$ cat src/rtl/sum_last4_pkg.sv
// rtl/sum_last4_pkg.sv - shared constants and FSM state type for the moving-sum encoder/decoder pair
package sum_last4_pkg;

    localparam int DATA_W     = 8;
    localparam int WIN        = 4;
    localparam int SUM_W      = DATA_W + 2;
    localparam int SAMPLE_MAX = 255;
    localparam int SUM_MAX    = 1020;

    typedef enum logic [0:0] {
        RUN = 1'b0,
        ERR = 1'b1
    } dec_state_t;

endpackage

$ cat src/rtl/sum_last4_hist.sv
// rtl/sum_last4_hist.sv - DEPTH-deep sample history shift register, oldest entry exposed
module sum_last4_hist #(
    parameter int DATA_W = 8,
    parameter int DEPTH  = 4
) (
    input  logic              clk,
    input  logic              reset,
    input  logic              clr,
    input  logic              shift,
    input  logic [DATA_W-1:0] din,
    output logic [DATA_W-1:0] oldest
);

    logic [DATA_W-1:0] mem [DEPTH];

    always_ff @(posedge clk or negedge reset) begin
        if (!reset) begin
            for (int i = 0; i < DEPTH; i++) mem[i] <= '0;
        end else if (clr) begin
            for (int i = 0; i < DEPTH; i++) mem[i] <= '0;
        end else if (shift) begin
            mem[0] <= din;
            for (int i = 1; i < DEPTH; i++) mem[i] <= mem[i-1];
        end
    end

    assign oldest = mem[DEPTH-1];

endmodule

$ cat src/rtl/sum_last4_dec.sv
// rtl/sum_last4_dec.sv - reconstructs samples from 4-sample window sums, flags impossible sequences
// Build option: DEC_SAT_EN clamps illegal samples and pulses err instead of locking into ERR.
module sum_last4_dec
    import sum_last4_pkg::*;
#(
    parameter  int DATA_W = sum_last4_pkg::DATA_W,
    parameter  int WIN    = sum_last4_pkg::WIN,
    localparam int SUM_W  = DATA_W + 2
) (
    input  logic              clk,
    input  logic              reset,
    input  logic              clr,
    input  logic              in_valid,
    input  logic [SUM_W-1:0]  sum_in,
    output logic              out_valid,
    output logic [DATA_W-1:0] out,
    output logic              err
);

    if (WIN != 4) begin : g_win_check
        $error("sum_last4_dec: WIN must be 4");
    end

    dec_state_t              state;
    logic [SUM_W-1:0]        s_prev;
    logic [DATA_W-1:0]       hist_old;
    logic [DATA_W-1:0]       d_sample;
    logic signed [SUM_W+1:0] d;
    logic                    d_neg;
    logic                    d_legal;
    logic                    accept;

    // x[n] = S[n] - S[n-1] + x[n-4]; two guard bits keep the signed result exact
    assign d = $signed({2'b00, sum_in}) - $signed({2'b00, s_prev})
             + $signed({{(SUM_W + 2 - DATA_W){1'b0}}, hist_old});

    assign d_neg   = d[SUM_W+1];
    assign d_legal = !d_neg && (d[SUM_W:DATA_W] == '0);

`ifdef DEC_SAT_EN
    assign d_sample = d_legal ? d[DATA_W-1:0] : (d_neg ? '0 : '1);
    assign accept   = (state == RUN) && in_valid;
`else
    assign d_sample = d[DATA_W-1:0];
    assign accept   = (state == RUN) && in_valid && d_legal;
`endif

    sum_last4_hist #(
        .DATA_W (DATA_W),
        .DEPTH  (WIN)
    ) u_hist (
        .clk    (clk),
        .reset  (reset),
        .clr    (clr),
        .shift  (accept),
        .din    (d_sample),
        .oldest (hist_old)
    );

    always_ff @(posedge clk or negedge reset) begin
        if (!reset) begin
            state     <= RUN;
            out       <= '0;
            out_valid <= 1'b0;
            err       <= 1'b0;
            s_prev    <= '0;
        end else if (clr) begin
            state     <= RUN;
            out       <= '0;
            out_valid <= 1'b0;
            err       <= 1'b0;
            s_prev    <= '0;
        end else begin
            case (state)
                RUN: begin
                    out_valid <= 1'b0;
`ifdef DEC_SAT_EN
                    err       <= 1'b0;
`endif
                    if (in_valid) begin
                        if (accept) begin
                            out       <= d_sample;
                            out_valid <= 1'b1;
                            s_prev    <= sum_in;
`ifdef DEC_SAT_EN
                            err       <= !d_legal;
`endif
                        end else begin
                            err   <= 1'b1;
                            state <= ERR;
                        end
                    end
                end
                ERR: begin
                    out_valid <= 1'b0;
                    err       <= 1'b1;
                end
                default: state <= RUN;
            endcase
        end
    end

endmodule

$ cat config.mk
export PLATFORM = sky130hd
export DESIGN_NAME = sum_last4_dec
export DESIGN_NICKNAME = d
export VERILOG_FILES = /design/src/rtl/sum_last4_pkg.sv /design/src/rtl/sum_last4_hist.sv /design/src/rtl/sum_last4_dec.sv
export SDC_FILE = /design/constraint.sdc
export NUM_CORES = 1
export LEC_CHECK = 0
export ABC_AREA = 1
export BUFFER_PORTS_ARGS = -buffer_cell sky130_fd_sc_hd__buf_2
export CORE_UTILIZATION = 35
export DETAILED_ROUTE_END_ITERATION = 10
export GPL_TIMING_DRIVEN = 0
export PLACE_DENSITY = 0.54
export SETUP_SLACK_MARGIN = 0.5
export SLEW_MARGIN = 20
export SYNTH_ARGS = -nofsm -noshare
export SYNTH_HDL_FRONTEND = slang
export SYNTH_SLANG_ARGS = --single-unit
$ cat constraint.sdc
create_clock -name clk -period 9.2 [get_ports clk]
set_input_delay 2.76 -clock clk [delete_from_list [all_inputs] [get_ports clk]]
set_output_delay 2.76 -clock clk [all_outputs]
set_load 0.01 [all_outputs]
==> results of run 1 <==
## cells in the mapped netlist, drive strengths merged
| cell type | count | share of area |
|---|---|---|
| a21oi | 12 | 0.023 |
| a31oi | 2 | 0.0041 |
| and2 | 1 | 0.0020 |
| buf | 9 | 0.025 |
| clkbuf | 5 | 0.0061 |
| clkinv | 1 | 0.0012 |
| dfrtp | 53 | 0.43 |
| fa | 2 | 0.013 |
| ha | 18 | 0.073 |
| inv | 48 | 0.060 |
| nand2 | 149 | 0.19 |
| nand3 | 61 | 0.10 |
| nand3b | 1 | 0.0024 |
| nand4 | 1 | 0.0020 |
| nor2 | 11 | 0.013 |
| nor3 | 2 | 0.0049 |
| o21ai | 6 | 0.0098 |
| xnor2 | 7 | 0.020 |
| xor2 | 5 | 0.014 |
## cells by family after synthesis
family          after synthesis  share of synthesized area
xor+xnor                     12                     0.0343
buf+inv                      63                     0.0918
fa+ha+maj                    20                     0.0865
flops                        53                      0.433
simple gates                226                      0.318
compound gates               20                     0.0371
## worst max-delay path, cell delays in order
cell,delay (ps)
buf_2,70
inv_1,40
ha_1,190
inv_1,130
fa_1,250
nand2_1,70
nand2_1,90
nand2_1,80
o21ai_0,250
xor2_1,250
ha_1,320
nand2_1,110
inv_1,40
a21oi_1,130
nand2_1,120
nor2_1,110
nand2_1,60
nand3_1,130
a21oi_4,60
nand2_2,130
buf_2,290
nand3_1,110
nand2_1,100
## final timing paths
check / end / slack, ps / depth (start not counted) / from
max: u_hist.mem[19] / 3550 / 23 / sum_in[0]
min: u_hist.mem[12] / 480 / 2 / u_hist.mem[20]
max reg2reg: u_hist.mem[19] / 5720 / 21 / s_prev[0]
min reg2reg: u_hist.mem[12] / 480 / 2 / u_hist.mem[20]
max in group asynchronous: out[6] / 6270 / 1 / reset
min in group asynchronous: s_prev[3] / 2470 / 1 / reset
## metal layers
layer,up-vias,routed length [um],global-route usage
met5,-,0,0
met4,0,36,0.0299
met3,2,210,0.0295
met2,30,3320,0.276
met1,1211,3560,0.237
li1,1291,-,-
## report_power, final
part | switching [mW] | internal, mW | leakage, nW
clock | 0.0875 | 0.0628 | 0.0518
sequential | 0.00168 | 0.236 | 0.735
combinational | 0.0457 | 0.0233 | 1.17
## state kept, by name, summed over array words and instances, names as in the netlist
register	count
err	1
out	8
out_valid	1
s_prev	10
state	1
u_hist.mem	24
u_hist.oldest	8
## through the flow
stage	setup WS [ps]	cell area (um^2)
floorplan	3800	3070
global placement	3210	3310
detailed placement	3220	3310
CTS	3540	3410
global route	3200	3410
finish	3550	3410
## cell type report
type / instances / share of cell area
inverters: 49 / 0.0546
clock inverters: 2 / 0.00513
plain buffers: 14 / 0.0278
well taps: 105 / 0.0385
multi-input cells: 278 / 0.427
repair buffers: 23 / 0.0344
flip-flops and latches: 53 / 0.388
clock buffers: 6 / 0.0242
==> flow_summary.toml, run 1 <==
[sta]
worst_slew_pin_slew_ps = 683
fmax_mhz = 177
grt_setup_unrepaired = "false"
min_period_ps = 5650
maxSlewViolCount = 0
finClkSkew_ps = 12.7
hold_viol_final = 0
holdWs_ps = 479
fin_tns_setup_ps = 0
period_share = 0.614
setup_viol = 0
max_slew_margin = 0.545

[cts]
cts.sinks = 53
htreeDepth = 2
clkTransAtPathRegs_ps = 100
cts_resized = 0
clkLatencyLatePin_ps = 320
cts-buffers-inserted = 5
cts_hold_buf = 0
cts.path.max_buffers = 2
root_buffer = "clkbuf_8"
postCtsSetupBuffers = 0
cts_tree = "built"

[global_route]
antenna_found_initial = 0
overflow = 0
grt_pass1_wl_um = 11600
grt_max_degree = 54
grt_usage = 0.169
grt_pass1_vias = 2391

[synthesis]
synth.avg_cell_area_um2 = 7.78
netlist_instances = 394
synth_seq_cells = 53
synth.distinct_cells = 27
syn_nets = 428
yosys_warnings = 0
ys_seq_area_frac = 0.433
syn-cell-area_um2 = 3070

[floorplanning]
rows = 33
initial_core_util = 0.368
die_w_um = 95.6
ioPinCount = 24
die_area_um2 = 9140
coreArea_um2 = 8340
dieHeight_um = 95.6

[routing]
vias_per_cell = 4.78
drtIter0Drc = 92
first_pass_iters = 4
remaining_drc_errors = 0
post_drt_wl_per_cell_um = 13.4
wirelength_um = 7120
drtAntennaViolNets = 0
vias = 2534

[layout]
nFillCells = 884
drive_gt1_frac = 0.122
multi_input_area_um2 = 1460
layout_commonest_cell = "nand2_1"
diodes = 0
final_cell_mix = "nand2_1, nand3_1, dfrtp_1"
layout.nets = 458
final_cells = 530
area_growth_pct = 11.4
fin_util = 0.409
seq_area_um2 = 1330

[critical_path]
cp_max_fo = 10
path_class = "in2reg"
worst-endpoint-arrival_ps = 5910
worstPathRequired_ps = 9460
cp-start-kind = "input port"
critPathCaptureType = "register"

[power_and_ir_drop]
leakage_nw = 1.96
p_per_area_nw_per_um2 = 134
irDropWorstVdd_mv = 0.0689
power.total_uw = 457

[placed_design]
dp_cells = 522
io_buffers = 23
gp_congestion = 0.819
dpl.hpwl_um = 5000

[hold_path]
hold_path.class = "reg2reg"

[outcome]
run_status = "completed"

[flow_run]
max_cap_violations = 0
Power figures use the tool's default switching activity.
==> run 2: changes to the inputs <==
--- a/config.mk
+++ b/config.mk
@@ -10,7 +10,7 @@
 export CORE_UTILIZATION = 35
 export DETAILED_ROUTE_END_ITERATION = 10
 export GPL_TIMING_DRIVEN = 0
-export PLACE_DENSITY = 0.54
+export PLACE_DENSITY = 0.56
 export SETUP_SLACK_MARGIN = 0.5
 export SLEW_MARGIN = 20
 export SYNTH_ARGS = -nofsm -noshare
==> constraint.sdc (replaced) <==
create_clock -name clk -period 5.17 [get_ports clk]
set_input_delay 1.551 -clock clk [delete_from_list [all_inputs] [get_ports clk]]
set_output_delay 1.551 -clock clk [all_outputs]
set_load 0.01 [all_outputs]
==> run 2 against run 1 <==
Effect of this change:
- count of clock-buffer cells in the layout down 1
- sequential power is 78% higher
- first-iteration DRC count increased by 75%
- flip-flop and latch count did not move
- global-route usage is 0.37 points higher
- clock skew shrank 0.88 ps
==> flow_summary.toml, run 2 (synthesis results as in run 1) <==
[outcome]
run_status = "completed"

[global_route]
grt_pass1_wl_um = 11800
grt_usage = 0.173
antenna_found_initial = 0
grt_max_degree = 54
overflow = 0
grt_pass1_vias = 2402

[hold_path]
whs_endpoint = "u_hist.mem[20]"
hold_path.startpoint = "u_hist.mem[28]"
hold_path.class = "reg2reg"
min_path_cells = 2

[flow_run]
max_cap_violations = 0

[critical_path]
cp_max_fo = 10
worstPathRequired_ps = 5390
r2r_start = "s_prev[0]"
crit_cells = 23
crit_slowest_cell = "fa_1"
critPathBufInv = 4
path_common_cell = "nand2_1"
crit_path_cell_trace = "buf_2 -> inv_1 -> ha_1 -> inv_1 -> fa_1 -> nand2_1 -> nand2_1 -> nand2_1 -> o21ai_1 -> xor2_1 -> ha_1 -> nand2_1 -> nor2_1 -> nand2_1 -> nand2_1 -> nand2_1 -> nand2_1 -> nand2_1 -> a21oi_4 -> nand2_2 -> clkbuf_4 -> nand3_1 -> nand2_1"
critPathCaptureType = "register"
rr_worst_depth = 21
cpPeakStageDelay_ps = 440
path_class = "in2reg"
rrSetupSlack_ps = 1780
rr_endpoint = "out[3]"
cp-start-kind = "input port"
cp_top_family = "simple AND/OR/NAND/NOR gates"
worst-endpoint-arrival_ps = 4610

[layout]
final_cell_mix = "nand2_1, nand3_1, dfrtp_1"
multi_input_area_um2 = 1460
final_cells = 531
largest_register_ffs = 24
layout.nets = 459
nFillCells = 887
design_area_um2 = 3440
diodes = 0
seq_area_um2 = 1330
area_growth_pct = 12.2
fin_util = 0.413
layout_commonest_cell = "nand2_1"
drive_gt1_frac = 0.124
largest-register = "u_hist.mem"
top_regs = "u_hist.mem: 24 flops, s_prev: 10 flops"

[floorplanning]
die_area_um2 = 9140
coreArea_um2 = 8340
ioPinCount = 24
rows = 33
dieHeight_um = 95.6
initial_core_util = 0.368
die_w_um = 95.6

[cts]
clkTransAtPathRegs_ps = 110
root_buffer = "clkbuf_8"
cts.path.max_buffers = 2
cts_hold_buf = 0
cts.sinks = 53
cts-buffers-inserted = 5
htreeDepth = 2
clkLatencyLatePin_ps = 330
cts_tree = "built"

[power_and_ir_drop]
p_int_uw = 611
power.total_uw = 857
irDropWorstVdd_mv = 0.140
clkPwrFrac = 0.362
p_seq_frac = 0.493
power_switching_uw = 246
p_comb_frac = 0.145
leakage_nw = 1.97
swShare = 0.287
p_per_area_nw_per_um2 = 249

[sta]
fmax_mhz = 228
maxSlewViolCount = 0
period_share = 0.849
worst_slew_pin_slew_ps = 683
hold_viol_final = 0
finClkSkew_ps = 11.8
min_period_ps = 4390
fin_ws_ps = 779
max_slew_margin = 0.545
grt_setup_unrepaired = "false"
fin_tns_setup_ps = 0
holdWs_ps = 481
setup_viol = 0

[routing]
drtAntennaViolNets = 0
wirelength_um = 7140
drtIter0Drc = 161
remaining_drc_errors = 0
vias_per_cell = 4.72
first_pass_iters = 4
post_drt_wl_per_cell_um = 13.4
vias = 2505

[placed_design]
gp_congestion = 0.785
place_ws_ps = 365
io_buffers = 23
dpl.hpwl_um = 5100
dpl_cell_area_um2 = 3310
dp_cells = 522
[run 2: changes by cell type in the layout (fill, tap and decap cells not counted)]
cell and delta:
buf_2 -1, buf_4 +1, bufinv_16 +1, clkbuf_4 +1, clkbuf_8 -1, clkinv_4 -1
inv_6 +1, o21ai_0 -1, o21ai_1 +1
[run 2: layout make-up]
| type | instances | area share |
|---|---|---|
| clock inverters | 3 | 0.0138 |
| multi-input cells | 278 | 0.424 |
| repair buffers | 24 | 0.0364 |
| inverters | 49 | 0.0542 |
| clock buffers | 5 | 0.0200 |
| flip-flops and latches | 53 | 0.385 |
| plain buffers | 14 | 0.0284 |
| well taps | 105 | 0.0382 |
[run 2: power by group through the flow]
stage / Sequential (mW) / Clock (mW) / Combinational (mW)
3_5_place_dp: 0.431 / 0 / 0.123
5_1_grt: 0.423 / 0.337 / 0.142
3_3_place_gp: 0.431 / 0 / 0.122
6_report: 0.423 / 0.310 / 0.124
4_1_cts: 0.423 / 0.322 / 0.124
2_1_floorplan: 0.432 / 0 / 0.0817
[run 2: worst max path at each step]
| stage | from | end | slack [ps] |
|---|---|---|---|
| floorplan | sum_in[0] | out[0] | 980 |
| global placement | sum_in[0] | out[5] | 370 |
| detailed placement | sum_in[0] | out[6] | 360 |
| CTS | sum_in[0] | out[6] | 670 |
| global route | sum_in[0] | out[5] | 490 |
| finish | sum_in[0] | out[6] | 780 |
[run 2: layer usage]
metal  routed length (um)  up-vias  track usage
met5                    0        -            0
met4                  116        0       0.0473
met3                  223        9       0.0279
met2                 3340       41        0.292
met1                 3450     1161        0.228
li1                     -     1294            -
[run 2: what timing repair did]
action / in CTS / in global routing
endpoints found under the setup margin: 0 / 50
buffers inserted: 0 / 1
resized for setup: 0 / 2
[run 2: worst min-delay path, delay by kind of cell, from the launching register on]
family / cells / cell delay (ps)
flops: 1 / 360
simple gates: 2 / 100
==> run 3: changes to the inputs <==
--- a/config.mk
+++ b/config.mk
@@ -10,7 +10,7 @@
 export CORE_UTILIZATION = 35
 export DETAILED_ROUTE_END_ITERATION = 10
 export GPL_TIMING_DRIVEN = 0
-export PLACE_DENSITY = 0.56
+export PLACE_DENSITY = 0.54
 export SETUP_SLACK_MARGIN = 0.5
 export SLEW_MARGIN = 20
 export SYNTH_ARGS = -nofsm -noshare
==> constraint.sdc (replaced) <==
create_clock -name clk -period 4.5 [get_ports clk]
set_input_delay 1.35 -clock clk [delete_from_list [all_inputs] [get_ports clk]]
set_output_delay 1.35 -clock clk [all_outputs]
set_load 0.01 [all_outputs]
==> run 3 against run 2 <==
Effect of this change:
- combinational power up 36%
- count of clock-buffer cells in the layout up 1
- clock skew about the same
- via count up 4.4%
- design area up 11%
- critical path depth up 1
- setup slack worse by 160 ps
- worst hold slack worse by 0.56 ps
- power up 12%
- critical endpoint is now s_prev[6]
- highest routed layer unchanged
==> flow_summary.toml, run 3 (synthesis results as in run 1) <==
[cts]
clkLatencyLatePin_ps = 320
clkTransAtPathRegs_ps = 110
htreeDepth = 2
cts_hold_buf = 0
cts.sinks = 53
cts-buffers-inserted = 5
root_buffer = "clkbuf_8"
cts_tree = "built"
cts.path.max_buffers = 2

[sta]
maxSlewViolCount = 0
setup_viol = 0
finClkSkew_ps = 12.2
max_slew_margin = 0.545
fin_ws_ps = 618
fmax_mhz = 258
period_share = 0.863
min_period_ps = 3880
hold_viol_final = 0
grt_setup_unrepaired = "true"
worst_slew_pin_slew_ps = 683

[critical_path]
cpPeakStageDelay_ps = 360
critPathCaptureType = "register"
cp-start-kind = "input port"
worstPathRequired_ps = 4750
cp_max_fo = 7
crit_slowest_cell = "fa_2"
rrSetupSlack_ps = 1340
worst-endpoint-arrival_ps = 4140
crit_path_cell_trace = "buf_6 -> inv_4 -> ha_4 -> inv_4 -> fa_2 -> nand2_2 -> nand2_2 -> nand2_2 -> o21ai_2 -> xor2_1 -> ha_1 -> nand2_2 -> nor2_1 -> nand2_1 -> nand2_2 -> nor2_2 -> nand2_1 -> nand3_2 -> a21oi_4 -> nand3_4 -> clkinv_8 -> clkbuf_16 -> nand2_2 -> nand2_1"
rr_worst_depth = 22
path_common_cell = "nand2_2"
rr_endpoint = "s_prev[6]"
r2r_start = "s_prev[0]"
path_class = "in2reg"

[global_route]
gr-usage-met3 = 0.0295
grt_usage = 0.175
grt_pass1_vias = 2462
grt_pass1_wl_um = 12000
grt_max_degree = 54
use_met2 = 0.293
overflow = 0
top_usage_layer = "met2"
met1_usage = 0.239
antenna_found_initial = 0

[layout]
layout.nets = 469
final_cells = 541
nFillCells = 839
diodes = 0
area_growth_pct = 25.1
final_cell_mix = "nand2_1, nand3_1, dfrtp_1"
design_area_um2 = 3830
layout_commonest_cell = "nand2_1"
largest-register = "u_hist.mem"
drive_gt1_frac = 0.261
largest_register_ffs = 24
top_regs = "u_hist.mem: 24 flops, s_prev: 10 flops"
fin_util = 0.460

[placed_design]
gp_congestion = 0.819
io_buffers = 23
dpl.hpwl_um = 5000
dp_cells = 522
dpl_cell_area_um2 = 3310
place_ws_ps = -71.1

[floorplanning]
coreArea_um2 = 8340
ioPinCount = 24
die_w_um = 95.6
initial_core_util = 0.368
dieHeight_um = 95.6
die_area_um2 = 9140
rows = 33

[routing]
vias = 2615
drtAntennaViolNets = 0
post_drt_wl_per_cell_um = 14.2
drtIter0Drc = 112
remaining_drc_errors = 0
wirelength_um = 7710
vias_per_cell = 4.83
first_pass_iters = 4

[power_and_ir_drop]
p_comb_frac = 0.176
p_int_uw = 673
p_per_area_nw_per_um2 = 251
leakage_nw = 2.17
p_seq_frac = 0.505
power_switching_uw = 290
swShare = 0.301
irDropWorstVdd_mv = 0.146
clkPwrFrac = 0.319

[hold_path]
min_path_cells = 2
hold_path.class = "reg2reg"
whs_endpoint = "u_hist.mem[12]"
hold_path.startpoint = "u_hist.mem[20]"

[flow_run]
max_cap_violations = 0

[outcome]
run_status = "completed"
==> run 3: metal layers <==
layer / up-vias / part of all wire
met5: - / 0
met4: 0 / 0.0069
met3: 4 / 0.038
met2: 49 / 0.49
met1: 1247 / 0.47
li1: 1315 / -
==> run 3: cell type report <==
class                      count  area, um^2  share of cell area
tap                          105         131              0.0343
multi-input combinational    278        1670               0.436
clock inverter                 2        17.5             0.00457
clock buffer                   6        82.6              0.0215
sequential                    53        1330               0.346
inverter                      49         201              0.0525
timing repair buffer          34         262              0.0682
buffer                        14         143              0.0372
==> run 3: worst max-delay path, delay by kind of cell <==
kind            cells  cell delay (ps)
xor+xnor            1              180
fa+ha+maj           3              840
simple gates       13             1020
compound gates      2              260
buf+inv             5              470
==> run 3: metrics by stage <==
stage / total power [mW] / hold WS (ps) / TNS (ps)
after floorplan: 0.590 / 443 / 0
after global placement: 0.635 / 449 / -2130
after detailed placement: 0.636 / 451 / -1930
after CTS: 0.955 / 480 / 0
after global routing: 1.01 / 504 / 0
final: 0.963 / 480 / 0
==> run 3: power by group through the flow <==
stage          sequential, mW  combinational [mW]  clock (mW)
6_report                0.486               0.169       0.308
5_1_grt                 0.487               0.191       0.335
4_1_cts                 0.486               0.150       0.319
3_5_place_dp            0.495               0.141           0
3_3_place_gp            0.495               0.141           0
2_1_floorplan           0.496              0.0938           0
==> run 3: how the worst max path moves through the flow <==
| stage | end | slack, ps | start |
|---|---|---|---|
| floorplan | out[0] | 510 | sum_in[0] |
| global placement | out[5] | -80 | sum_in[0] |
| detailed placement | out[4] | -70 | sum_in[0] |
| CTS | u_hist.mem[23] | 550 | sum_in[0] |
| global route | u_hist.mem[29] | 440 | sum_in[3] |
| finish | s_prev[6] | 620 | sum_in[0] |
==> run 3: what timing repair did <==
action / in CTS / in global routing
cloned: 1 / 2
pin swaps: 11 / 21
setup buffers: 3 / 5
resized for setup: 22 / 65
setup endpoints to repair: 53 / 53
